--- src/rtl/mux2x1_rr_arbiter_pkg.sv ---
// Shared widths, depths and arbiter state encoding for the two-lane
// round-robin byte arbiter.
package mux_pkg;

  localparam int DATA_W = 8;
  localparam int DEPTH  = 4;
  localparam int PTR_W  = $clog2(DEPTH);

  typedef enum logic [1:0] {
    IDLE   = 2'b00,
    SERVE0 = 2'b01,
    SERVE1 = 2'b10
  } state_t;

endpackage

--- src/rtl/mux2x1_rr_arbiter_fifo.sv ---
// Small synchronous FIFO used to buffer one requester lane.
// Read data is the head entry; a push to an empty FIFO is poppable one cycle later.
module fifo_sync
  import mux_pkg::*;
#(
  parameter int W = DATA_W,
  parameter int D = DEPTH,
  parameter int P = PTR_W
) (
  input  logic         clk,
  input  logic         rst_n,
  input  logic         push,
  input  logic         pop,
  input  logic [W-1:0] din,
  output logic [W-1:0] dout,
  output logic         full,
  output logic [P:0]   count
);

  logic [W-1:0] mem [D];
  logic [P-1:0] wr_ptr;
  logic [P-1:0] rd_ptr;
  logic         do_push;
  logic         do_pop;

  // Full and empty come from the pre-edge count, so a push while full is
  // dropped even if the same edge also pops.
  assign full    = (count == (P+1)'(D));
  assign do_push = push & ~full;
  assign do_pop  = pop & (count != '0);
  assign dout    = mem[rd_ptr];

  always_ff @(posedge clk or negedge rst_n) begin
    if (!rst_n) begin
      wr_ptr <= '0;
      rd_ptr <= '0;
      count  <= '0;
    end else begin
      if (do_push) wr_ptr <= wr_ptr + P'(1);
      if (do_pop)  rd_ptr <= rd_ptr + P'(1);
      unique case ({do_push, do_pop})
        2'b10:   count <= count + (P+1)'(1);
        2'b01:   count <= count - (P+1)'(1);
        default: count <= count;
      endcase
    end
  end

  always_ff @(posedge clk) begin
    if (do_push) mem[wr_ptr] <= din;
  end

endmodule

--- src/rtl/mux2x1_rr_arbiter.sv ---
// Two-lane round-robin arbiter sharing one registered byte output with
// back-pressure; each lane is buffered in its own FIFO.
module mux2x1_rr_arbiter
  import mux_pkg::*;
(
  input  logic              clk,
  input  logic              Reset_L,
  input  logic [DATA_W-1:0] In0,
  input  logic              valid0,
  input  logic [DATA_W-1:0] In1,
  input  logic              valid1,
  input  logic              out_ready,
  output logic [DATA_W-1:0] data_out,
  output logic              outValid,
  output logic              grant_src,
  output logic              full0,
  output logic              full1,
  output logic              ovf0,
  output logic              ovf1
);

  state_t            state, state_nxt;
  logic              last_grant, last_nxt;
  logic [DATA_W-1:0] data_nxt;
  logic              valid_nxt;
  logic              gsrc_nxt;
  logic              pop0, pop1;
  logic              pick, take, slot_free;
  logic [DATA_W-1:0] dout0, dout1;
  logic [PTR_W:0]    level0, level1;

  fifo_sync u_fifo0 (
    .clk   (clk),
    .rst_n (Reset_L),
    .push  (valid0),
    .pop   (pop0),
    .din   (In0),
    .dout  (dout0),
    .full  (full0),
    .count (level0)
  );

  fifo_sync u_fifo1 (
    .clk   (clk),
    .rst_n (Reset_L),
    .push  (valid1),
    .pop   (pop1),
    .din   (In1),
    .dout  (dout1),
    .full  (full1),
    .count (level1)
  );

  always_comb begin
    state_nxt = state;
    data_nxt  = data_out;
    valid_nxt = outValid;
    gsrc_nxt  = grant_src;
    last_nxt  = last_grant;
    pop0      = 1'b0;
    pop1      = 1'b0;
    pick      = 1'b0;
    take      = 1'b0;
    slot_free = ~outValid | out_ready;

    if (slot_free) begin
      if ((level0 != '0) && (level1 != '0)) begin
        take = 1'b1;
        pick = ~last_grant;
      end else if (level0 != '0) begin
        take = 1'b1;
        pick = 1'b0;
      end else if (level1 != '0) begin
        take = 1'b1;
        pick = 1'b1;
      end

      if (take) begin
        pop0      = ~pick;
        pop1      = pick;
        data_nxt  = pick ? dout1 : dout0;
        valid_nxt = 1'b1;
        gsrc_nxt  = pick;
        last_nxt  = pick;
        state_nxt = pick ? SERVE1 : SERVE0;
      end else begin
        valid_nxt = 1'b0;
        state_nxt = IDLE;
      end
    end
  end

  // last_grant resets to lane 1 so that the first contended grant goes to lane 0.
  always_ff @(posedge clk or negedge Reset_L) begin
    if (!Reset_L) begin
      state      <= IDLE;
      data_out   <= '0;
      outValid   <= 1'b0;
      grant_src  <= 1'b0;
      last_grant <= 1'b1;
      ovf0       <= 1'b0;
      ovf1       <= 1'b0;
    end else begin
      state      <= state_nxt;
      data_out   <= data_nxt;
      outValid   <= valid_nxt;
      grant_src  <= gsrc_nxt;
      last_grant <= last_nxt;
      ovf0       <= ovf0 | (valid0 & full0);
      ovf1       <= ovf1 | (valid1 & full1);
    end
  end

endmodule

--- config.mk ---
export PLATFORM = sky130hd
export DESIGN_NAME = mux2x1_rr_arbiter
export DESIGN_NICKNAME = d
export VERILOG_FILES = /design/src/rtl/mux2x1_rr_arbiter_pkg.sv /design/src/rtl/mux2x1_rr_arbiter_fifo.sv /design/src/rtl/mux2x1_rr_arbiter.sv
export SDC_FILE = /design/constraint.sdc
export NUM_CORES = 1
export LEC_CHECK = 0
export BUFFER_PORTS_ARGS = -buffer_cell sky130_fd_sc_hd__buf_2
export CAP_MARGIN = 20
export CORE_MARGIN = 5
export CORE_UTILIZATION = 53
export DETAILED_ROUTE_END_ITERATION = 7
export GPL_TIMING_DRIVEN = 0
export PLACE_DENSITY_LB_ADDON = 0.15
export SYNTH_ARGS = -nofsm -noshare
export SYNTH_HDL_FRONTEND = slang
export SYNTH_SLANG_ARGS = --single-unit
--- constraint.sdc ---
create_clock -name clk -period 2.5 [get_ports clk]
set_clock_uncertainty 0.05 [all_clocks]
set_input_delay 0.5 -clock clk [delete_from_list [all_inputs] [get_ports clk]]
set_output_delay 0.5 -clock clk [all_outputs]
set_load 0.005 [all_outputs]
# Yosys cells after proc, flatten, opt, wreduce, memory -nomap -nowiden

Memories as Yosys holds them, arrays and structs flattened.
Index checks and enable logic that the tools add are counted.

Bits in registers: 27
Bits in latches: 0
RAM bits: 64
Bits in read-only memories: 0
Input bits: 21
Memories: 2

Memories:

| memory      | depth | width | read ports | clocked after Yosys merged registers in | write ports | line                         | RTL |
|---|---|---|---|---|---|---|---|
| u_fifo0.mem | 4     | 8     | 1          | 0                                       | 1           | mux2x1_rr_arbiter_fifo.sv:20 | `logic [W-1:0] mem [D];` |
| u_fifo1.mem | 4     | 8     | 1          | 0                                       | 1           | mux2x1_rr_arbiter_fifo.sv:20 |  |

$add $sub $neg: 8
Multipliers: 0
Divide/modulo/power cells: 0
Magnitude comparators: 0
Equality and inequality tests: 6
Shifts and indexed selects: 0
Muxes and demuxes: 19
Bitwise operators: 14
Reduce and logical (&&, ||, !) cells: 6

Operator list:

| cell                                                                | count |
|---|---|
| 1-bit two-way mux                                                   | 16 |
| 3-bit case mux with 2 select lines                                  | 2 |
| 2-bit by 1-bit adder with 2-bit output (second input constant)      | 4 |
| 8-bit two-way mux                                                   | 1 |
| 3-bit by 1-bit adder with 3-bit output (second input constant)      | 2 |
| 1-bit bitwise AND                                                   | 6 |
| 3-bit == test (second input constant)                               | 2 |
| 3-bit nonzero test                                                  | 2 |
| 3-bit by 1-bit subtractor with 3-bit output (second input constant) | 2 |
| 1-bit NOT                                                           | 5 |
| 2-bit by 1-bit == test with 1-bit output (second input constant)    | 2 |
| 2-bit == test (second input constant)                               | 2 |
| 2-bit nonzero test                                                  | 2 |
| 1-bit bitwise OR                                                    | 3 |
| 2-bit AND reduction                                                 | 1 |
| 1-bit logical AND                                                   | 1 |

# Logic depth before layout (Yosys ltp)

Gate-level depths: netlist (run 1).

Depth after elaboration: 11
Depth in mapped cells: 9

# Hierarchy

Synthesis (run 1) repeated with hierarchy kept, for this count alone.

Cells, all modules: 219
Area, all modules: 3814.9 um2

Modules (own cells, without submodules):

| module            | times used | cells each | area an instance (um2) | seq. area each (um2) |
|---|---|---|---|---|
| fifo_sync         | 2          | 78         | 1580.3                 | 1136.1 |
| mux2x1_rr_arbiter | 1          | 63         | 654.4                  | 326.6 |

# Least setup slack after synthesis (run 1)

OpenSTA, ideal clock, no wires.

Kind: register to register
Start: register u_fifo1.count[0]
End: register u_fifo1.count[2]
Setup time: 0.125 ns
Arrival: 2.132 ns
Required time: 2.325 ns
Setup slack: 0.193 ns
Cell stages (with the launch flop): 10
Path buffers: 1
Path through: dfrtp_1 or3_1 clkbuf_1 nand3_1 inv_1 ha_1 fa_1 xnor2_1 nor2_1 xor2_1

Cells in the longest elaborated chain, start to end: 10
Elaborated cells between the ends (all ways): 21
Classes of those cells: add/sub (2); eq/ne (3); mux (10); bitwise (3); reduce/logical (3)

Ends and longest elaborated chain:

| what                                                                      | line                                                                           | RTL |
|---|---|---|
| start, declared                                                           | mux2x1_rr_arbiter_fifo.sv:17                                                   | `output logic [P:0] count` |
| start signal, assigned                                                    | mux2x1_rr_arbiter_fifo.sv:42                                                   | `2'b10: count <= count + (P+1)'(1);` |
| start signal, assigned                                                    | mux2x1_rr_arbiter_fifo.sv:43                                                   | `2'b01: count <= count - (P+1)'(1);` |
| start signal, assigned                                                    | mux2x1_rr_arbiter_fifo.sv:44                                                   | `default: count <= count;` |
| 3-bit nonzero test *                                                      | mux2x1_rr_arbiter_fifo.sv:30, mux2x1_rr_arbiter.sv:67, mux2x1_rr_arbiter.sv:73 |  |
| 1-bit two-way mux                                                         | mux2x1_rr_arbiter.sv:73                                                        | `end else if (level1 != '0) begin` |
| 1-bit two-way mux                                                         | mux2x1_rr_arbiter.sv:70                                                        | `end else if (level0 != '0) begin` |
| 1-bit two-way mux                                                         | mux2x1_rr_arbiter.sv:67                                                        | `if ((level0 != '0) && (level1 != '0)) begin` |
| 1-bit two-way mux                                                         | mux2x1_rr_arbiter.sv:66                                                        | `if (slot_free) begin` |
| 1-bit two-way mux                                                         | mux2x1_rr_arbiter.sv:78                                                        | `if (take) begin` |
| 1-bit two-way mux                                                         | mux2x1_rr_arbiter.sv:66                                                        |  |
| 1-bit bitwise AND *                                                       | mux2x1_rr_arbiter_fifo.sv:30                                                   | `assign do_pop = pop & (count != '0);` |
| named net u_fifo1.do_pop                                                  | mux2x1_rr_arbiter_fifo.sv:24                                                   | `logic do_pop;` |
| 2-bit by 1-bit == test with 1-bit output or 2-bit == test (tied branches) | mux2x1_rr_arbiter_fifo.sv:41                                                   | `unique case ({do_push, do_pop})` |
| 3-bit case mux with 2 select lines or 2-bit nonzero test (tied branches)  | n/a                                                                            |  |

Mark *: on every way through the listed nets, which the timed path passes. The rest lies on a longest branch. The select of a mux whose other input is x is not followed.
A chain may end at the register's enable or synchronous reset.

# Final worst setup path (run 1)

Start: register u_fifo1.count[0]
End: register u_fifo0.count[2]

Cells in the longest elaborated chain, start to end: 11
Elaborated cells between the ends (all ways): 17
Classes of those cells: eq/ne (2); mux (10); bitwise (2); reduce/logical (3)

Ends and longest elaborated chain:

| what                                                                      | line                                             | RTL |
|---|---|---|
| 3-bit nonzero test *                                                      | mux2x1_rr_arbiter.sv:67, mux2x1_rr_arbiter.sv:73 |  |
| 1-bit two-way mux                                                         | mux2x1_rr_arbiter.sv:73                          |  |
| 1-bit two-way mux                                                         | mux2x1_rr_arbiter.sv:70                          |  |
| 1-bit two-way mux                                                         | mux2x1_rr_arbiter.sv:67                          |  |
| 1-bit two-way mux                                                         | mux2x1_rr_arbiter.sv:66                          |  |
| 1-bit NOT                                                                 | mux2x1_rr_arbiter.sv:79                          | `pop0 = ~pick;` |
| 1-bit two-way mux *                                                       | mux2x1_rr_arbiter.sv:78                          |  |
| 1-bit two-way mux *                                                       | mux2x1_rr_arbiter.sv:66                          |  |
| 1-bit bitwise AND *                                                       | mux2x1_rr_arbiter_fifo.sv:30                     |  |
| named net u_fifo0.do_pop                                                  | mux2x1_rr_arbiter_fifo.sv:24                     |  |
| 2-bit by 1-bit == test with 1-bit output or 2-bit == test (tied branches) | mux2x1_rr_arbiter_fifo.sv:41                     |  |
| 3-bit case mux with 2 select lines or 2-bit nonzero test (tied branches)  | n/a                                              |  |
| end signal, assigned                                                      | mux2x1_rr_arbiter_fifo.sv:42                     |  |
| end signal, assigned                                                      | mux2x1_rr_arbiter_fifo.sv:43                     |  |
| end signal, assigned                                                      | mux2x1_rr_arbiter_fifo.sv:44                     |  |
| end, declared                                                             | mux2x1_rr_arbiter_fifo.sv:17                     |  |

Marked as above.

==> results of run 1 <==
worst register-to-register path: cells and delay by family (launching register included):
| family | cells | cell delay [ns] |
|---|---|---|
| AO/OA/AOI/OAI | 1 | 0.15 |
| XOR/XNOR | 2 | 0.32 |
| adder cells (fa/ha/maj) | 2 | 0.60 |
| buffers and inverters | 2 | 0.28 |
| flip-flops | 1 | 0.46 |
| AND/OR/NAND/NOR | 2 | 0.36 |
power groups by stage:
stage / Combinational (mW) / Sequential (mW) / Clock, mW
after CTS: 1.60 / 2.29 / 0.977
after detailed placement: 1.58 / 2.32 / 0
final: 1.57 / 2.32 / 0.955
after global routing: 1.78 / 2.37 / 1.06
after global placement: 1.56 / 2.30 / 0
after floorplan: 1.16 / 2.28 / 0
flip-flops by register name (all words and copies together) (netlist names):
signal          count
u_fifo0.mem        32
u_fifo1.count       3
u_fifo1.mem        32
u_fifo0.rd_ptr      2
last_grant          1
outValid            1
u_fifo0.wr_ptr      2
data_out            8
u_fifo1.rd_ptr      2
grant_src           1
ovf1                1
ovf0                1
u_fifo1.wr_ptr      2
u_fifo0.count       3
kinds of logic after synthesis:
group / count (synthesis) / synth area share (%)
simple gates: 30 / 5.48
mux: 20 / 10.9
buf+inv: 19 / 2.20
flops: 91 / 70.2
xor+xnor: 12 / 2.84
compound gates: 17 / 3.89
fa+ha+maj: 12 / 4.46
worst min path at each step:
stage	startpoint	endpoint	slack (ns)	cells past startpoint
CTS	Reset_L	data_out[0]$_DFFE_PN0P_	0.10	1
finish	Reset_L	data_out[0]$_DFFE_PN0P_	0.09	1
global route	Reset_L	data_out[0]$_DFFE_PN0P_	0.14	1
detailed placement	ovf0$_DFF_PN0_	ovf0$_DFF_PN0_	0.39	1
global placement	ovf1$_DFF_PN0_	ovf1$_DFF_PN0_	0.38	1
floorplan	Reset_L	data_out[0]$_DFFE_PN0P_	0.15	0
metrics by stage:
stage                     total power [mW]  utilization [%]
final                                 4.84             62.0
after global routing                  5.21             62.0
after CTS                             4.87             61.7
after detailed placement              3.90             58.7
after global placement                3.86             58.7
after floorplan                       3.44                -
layout make-up:
type / count / area (sq um)
multi-input combinational: 91 / 1050
fill: 492 / 2580
clock buffer: 9 / 124
tap: 96 / 120
buffer: 6 / 32.5
timing repair buffer: 34 / 170
sequential: 91 / 2600
inverter: 12 / 45.0
clock inverter: 7 / 68.8
per-layer routing:
metal  part of all wire (%)  up-vias  routed length, microns  global-route usage (%)
met1                     46      898                    2740                    23.0
li1                       -      864                       -                       -
met5                      0        -                       0                       0
met3                    5.1       12                     301                    3.06
met4                    2.3        0                     138                    8.30
met2                     46       50                    2760                    21.9
timing repair:
action / in CTS / in global routing
hold endpoints to repair: 0 / 0
pin swaps: 0 / 0
endpoints found under the setup margin: 2 / 3
gates resized for setup: 2 / 4
synthesized netlist by cell type:
cell type,number,share of area [%]
or3_4,1,0.30
or3_1,1,0.17
and4_1,8,1.9
xor2_1,4,0.95
dfstp_2,1,0.71
o21ai_0,2,0.27
mux2i_1,1,0.27
o21ai_1,1,0.14
a221o_1,8,2.2
o31ai_1,1,0.20
o21a_1,1,0.20
fa_1,2,1.1
dfrtp_1,26,18
inv_1,12,1.2
nand2b_1,1,0.17
xnor2_1,8,1.9
nand4_1,1,0.17
buf_6,1,0.30
clkbuf_1,2,0.20
nor3b_1,2,0.41
nand3_1,1,0.14
nor2b_1,2,0.34
o211a_1,1,0.27
nor2_1,3,0.30
and2_1,8,1.4
nor3_1,1,0.14
mux4_2,16,9.7
ha_1,10,3.4
buf_2,2,0.27
nand2_1,1,0.10
mux2_2,3,0.91
edfxtp_1,64,52
o2111ai_1,1,0.24
a21o_1,2,0.41
buf_1,2,0.20
layout by cell type, fill, tap and decap left out, drive strengths merged, types with 5 or more instances in the layout:
cell type and instances:
and2 8, inv 12, dfrtp 26, xnor2 8, clkinv 5, mux4 16
a221o 8, clkbuf 10, buf 39, ha 10, and4 8, edfxtp 64
==> summary.md, run 1 <==
| Metric | Value |
|---|---|
| Status | `completed` |
| Distinct cells, synth | `35` |
| DIE AREA | `8750 sq um` |
| TritonCTS clock tree | `yes` |
| WL final | `5940 microns` |
| CP dominant cell by count | `xor2_1` |
| Top delay family on crit path | `adder cells` |
| Setup WS post-layout | `0.205 ns` |
| Internal | `3.34 mW` |
| Slew Limit Headroom | `59.1%` |
| Largest net degree at the start of global routing | `28` |
| 1st-pass router iterations | `4` |
| R2R depth | `9` |
| Worst skew pair latency | `0.35 ns` |
| Worst Path Buf+Inv | `2` |
| Total CTS buffers | `9` |
| HPWL after DPL | `4080 microns` |
| Cell Pwr Density | `1150 nW/um^2` |
| Max cap viols | `0` |
| Seq/Total Area, Yosys | `70.2%` |
| Final critical-path required period | `2.30 ns` |
| WP depth | `9` |
| Syn Nets | `234` |
| Hold buffers post-CTS | `0` |
| Critical path class | `reg -> reg` |
| Max FO, Critical Path | `10` |
| RSZ-0062 raised after global routing | `no` |
| Vias | `1824` |
| WL per Instance | `17.2 microns` |
| Die X | `93.6 microns` |
| Crit path to | `u_fifo0.count[2]$_DFFE_PN0P_` |
| Layout cells sized above 1 | `31.2%` |
| Sw frac | `31.1%` |
| Antenna violations before repair | `0` |
| CP startpoint kind | `register` |
| Tcrit/Tclk final | `91.8%` |
| Synth warnings | `0` |
| R2R setup slack | `0.20 ns` |
| Max frequency | `436 MHz` |
| Dpl cell area | `3990 sq um` |
| Crit-path slowest cell | `dfrtp_1` |
| WP data arrival | `2.52 ns` |
| Clk pwr share | `19.7%` |
| Post-CTS Setup Bufs | `0` |
| Syn avg cell area | `18.4 sq um` |
| DP Cell Count | `331` |
| Final Hold Fails | `0` |
| Clock sink count | `91` |
| Peak VDD IR | `0.632 mV` |
| Post-Synthesis Cell Area | `3700 sq um` |
| First-pass GRT wire length | `9840 microns` |
| H-tree depth | `3` |
| Reg2reg end | `u_fifo0.count[2]$_DFFE_PN0P_` |
| Crit path required time | `2.73 ns` |
| Logic gate share of total power | `32.4%` |
| Port Buffers | `34` |
| Die height | `93.6 microns` |
| Crit-path max cell delay | `0.46 ns` |
| CP Cell Sequence | `nor3_2 -> o211a_1 -> buf_2 -> ha_1 -> inv_1 -> fa_1 -> xor2_1 -> nor2_1 -> xor2_1` |
| Fin. max-slew vios | `0` |
| P&R area growth vs syn | `13.9%` |
| Reg power frac | `47.8%` |
| Ant diodes | `0` |
| Clock buffer depth | `2` |
| Seq cells post-synth | `91` |
| Tightest Pin Transition | `0.613 ns` |
| Avg Vias per Cell | `5.27` |
| Net Switching | `1.50 mW` |
| I/O pin count | `35` |
| Post-Layout Cell Count | `346` |
| Initial drt markers | `92` |
| Vias in the first global route | `1834` |
| Worst-path clk slew | `0.09 ns` |
| Setup crit end kind | `register` |
| Setup violators final | `0` |
| Initial core utilization | `54.5%` |
| TNS Setup | `0 ns` |
| Hold WC Path Type | `in -> async` |
| RD Place Congestion | `0.727` |
| Total core area | `6790 sq um` |
| P_leak | `1.59 nW` |
| R2R Path Start | `u_fifo1.count[0]$_DFFE_PN0P_` |
| Row count | `30` |
| Syn Inst Count | `201` |
| Routed Antenna Nets | `0` |
| Root Buffer | `clkbuf_8` |
| Gr ovfl total | `0` |
| Fin nets | `278` |
| GRT Total Usage | `15.6%` |
| Post-route DRC | `0` |
| CP startpoint | `u_fifo1.count[0]$_DFFE_PN0P_` |
| Worst hold margin | `0.0944 ns` |
| Cell area after layout | `4210 sq um` |
| Place WS | `-0.255 ns` |
Note: power is estimated with default switching activity, not from simulation.
==> run 2: changes to the inputs <==
BUFFER_PORTS_ARGS = -buffer_cell sky130_fd_sc_hd__buf_4   (was -buffer_cell sky130_fd_sc_hd__buf_2)
==> run 2 against run 1 <==
Die area unchanged. Flip-flop and latch count unchanged. Final cell count up 0.29%. Combinational power up 4%. Non-clock buffer count up 1. Routed wire length up 2.2%. Cell area up 1.7%. Critical path depth unchanged. Fmax up 0.21%. Hold slack better by 0.20 ns. Clock power down 9.9%. Largest power group unchanged.
==> summary.md, run 2 (same netlist as run 1, synthesis figures left out) <==
| Metric | Value |
|---|---|
| Die X | `93.6 microns (unchanged)` |
| Cell area after layout | `4290 sq um (+1.7%)` |
| Dpl cell area | `4080 sq um (+2.1%)` |
| Worst skew pair latency | `0.35 ns (about the same)` |
| RSZ-0062 raised after global routing | `no` |
| Fin nets | `279 (+0.36%)` |
| Clock buffer depth | `2 (unchanged)` |
| Setup violators final | `0 (unchanged)` |
| Hold WC Path Type | `in -> reg` |
| Tcrit/Tclk final | `91.6% (-0.20 points)` |
| P&R area growth vs syn | `15.8%` |
| Status | `completed` |
| Slew Limit Headroom | `57.1% (-2.0 points)` |
| Layout cells sized above 1 | `30.7% (-0.52 points)` |
| R2R depth | `9 (unchanged)` |
| RD Place Congestion | `0.731 (+0.58%)` |
| Tightest Pin Transition | `0.639 ns (+0.0258 ns)` |
| WP data arrival | `2.52 ns (about the same)` |
| Reg2reg end | `u_fifo0.count[2]$_DFFE_PN0P_` |
| Post-CTS Setup Bufs | `0 (unchanged)` |
| Ant diodes | `0 (unchanged)` |
| Peak VDD IR | `0.699 mV (+11%)` |
| Place WS | `-0.283 ns (-0.0278 ns)` |
| Critical path class | `reg -> reg` |
| P_leak | `1.61 nW (+1.0%)` |
| HPWL after DPL | `4280 microns (+4.9%)` |
| Gr ovfl total | `0 (unchanged)` |
| Setup WS post-layout | `0.209 ns (+0.00488 ns)` |
| Initial drt markers | `70 (-24%)` |
| Worst-path clk slew | `0.09 ns (about the same)` |
| Total CTS buffers | `9 (unchanged)` |
| Post-Layout Cell Count | `347 (+0.29%)` |
| H-tree depth | `3 (unchanged)` |
| Total core area | `6790 sq um (unchanged)` |
| TNS Setup | `0 ns (unchanged)` |
| R2R setup slack | `0.21 ns (about the same)` |
| Cell Pwr Density | `1120 nW/um^2 (-2.2%)` |
| Max frequency | `437 MHz (+0.21%)` |
| Max cap viols | `0 (unchanged)` |
| Root Buffer | `clkbuf_8` |
| Most common cell after layout, fill and taps aside | `edfxtp_1` |
| Final Hold Fails | `0 (unchanged)` |
| Clock sink count | `91 (unchanged)` |
| Max FO, Critical Path | `10 (unchanged)` |
| Pwr Total | `4.82 mW (-0.50%)` |
| WL per Instance | `17.5 microns (+1.9%)` |
| Crit path required time | `2.73 ns (about the same)` |
| Largest net degree at the start of global routing | `28 (unchanged)` |
| Die height | `93.6 microns (unchanged)` |
| DP Cell Count | `331 (unchanged)` |
| Post-Route Utilization | `63.1% (+1.0 points)` |
| DIE AREA | `8750 sq um (unchanged)` |
| Antenna violations before repair | `0 (unchanged)` |
| Avg Vias per Cell | `5.37 (+2.0%)` |
| 1st-pass router iterations | `4 (unchanged)` |
| Worst hold margin | `0.294 ns (+0.200 ns)` |
| TritonCTS clock tree | `yes` |
| CP startpoint kind | `register` |
| Setup crit end kind | `register` |
| CP startpoint | `u_fifo1.count[0]$_DFFE_PN0P_` |
| Post-route DRC | `0 (unchanged)` |
| Vias | `1865 (+2.2%)` |
| Crit path to | `u_fifo0.count[2]$_DFFE_PN0P_` |
| Biggest regs | `u_fifo0.mem (32), u_fifo1.mem (32), data_out (8)` |
| R2R Path Start | `u_fifo1.count[0]$_DFFE_PN0P_` |
| I/O pin count | `35 (unchanged)` |
| Row count | `30 (unchanged)` |
| Fin. max-slew vios | `0 (unchanged)` |
| Routed Antenna Nets | `0 (unchanged)` |
| Most frequent cells in the layout | `64 x edfxtp_1, 34 x buf_4, 26 x dfrtp_1, 16 x mux4_2, 12 x inv_1` |
| Port Buffers | `34 (unchanged)` |
| First-pass GRT wire length | `10200 microns (+3.5%)` |
| Initial core utilization | `54.5% (unchanged)` |
| Vias in the first global route | `2029 (+11%)` |
| GRT Total Usage | `15.8% (+0.17 points)` |
| WL final | `6070 microns (+2.2%)` |
| Final critical-path required period | `2.29 ns (-0.00488 ns)` |
-- run 2: changes by cell type in the layout (fill, tap and decap cells not counted), sizes merged --
cell,delta
bufinv,-1
inv,+1
clkinvlp,+1
clkbuf,+1
dlygate4sd3,+1
clkinv,-2
-- run 2: worst min-delay path by stage --
| stage | start | to | slack, ns | depth (start not counted) |
|---|---|---|---|---|
| floorplan | Reset_L | data_out[0]$_DFFE_PN0P_ | 0.15 | 0 |
| global placement | Reset_L | data_out[4]$_DFFE_PN0P_ | 0.39 | 1 |
| detailed placement | Reset_L | u_fifo1.rd_ptr[1]$_DFFE_PN0P_ | 0.39 | 1 |
| CTS | In0[6] | u_fifo0.mem[3][6]$_DFFE_PP_ | 0.27 | 1 |
| global route | In1[0] | u_fifo1.mem[2][0]$_DFFE_PP_ | 0.27 | 1 |
| finish | In1[0] | u_fifo1.mem[2][0]$_DFFE_PP_ | 0.29 | 1 |
-- run 2: report_power, final --
part           switching, mW  total (mW)  internal, mW
clock network          0.498       0.860         0.361
registers              0.242        2.32          2.08
logic                  0.777        1.63         0.857
total                   1.52        4.82          3.30
-- run 2: critical path, cell delays in order, from the launching register on --
cell and delay (ns):
dfrtp_1 0.46, nor3_2 0.23, o211a_1 0.15, buf_2 0.24, ha_1 0.24, inv_1 0.06, fa_1 0.37, xor2_1 0.17
nor2_1 0.11, xor2_1 0.14
-- run 2: layer usage --
layer	vias to the layer above	routed length (microns)	track usage, %	part of all wire (%)
met5	-	0	0	0
met2	51	2900	24.7	48
li1	869	-	-	-
met3	12	295	3.70	4.9
met1	933	2760	21.2	45
met4	0	114	6.86	1.9
-- run 2: cell type report --
cell class                      instances  area (sq um)
Sequential cell                        91          2600
Fill cell                             503          2510
Multi-Input combinational cell         91          1050
Timing Repair Buffer                   35           265
Clock buffer                           10           128
Tap cell                               96           120
Inverter                               12          45.0
Clock inverter                          6          41.3
Buffer                                  6          32.5
-- run 2: repair_timing --
item | CTS | global route
setup endpoints to repair | 2 | 3
hold endpoints to repair | 4 | 0
gates resized for setup | 2 | 4
hold buffers | 1 | 0
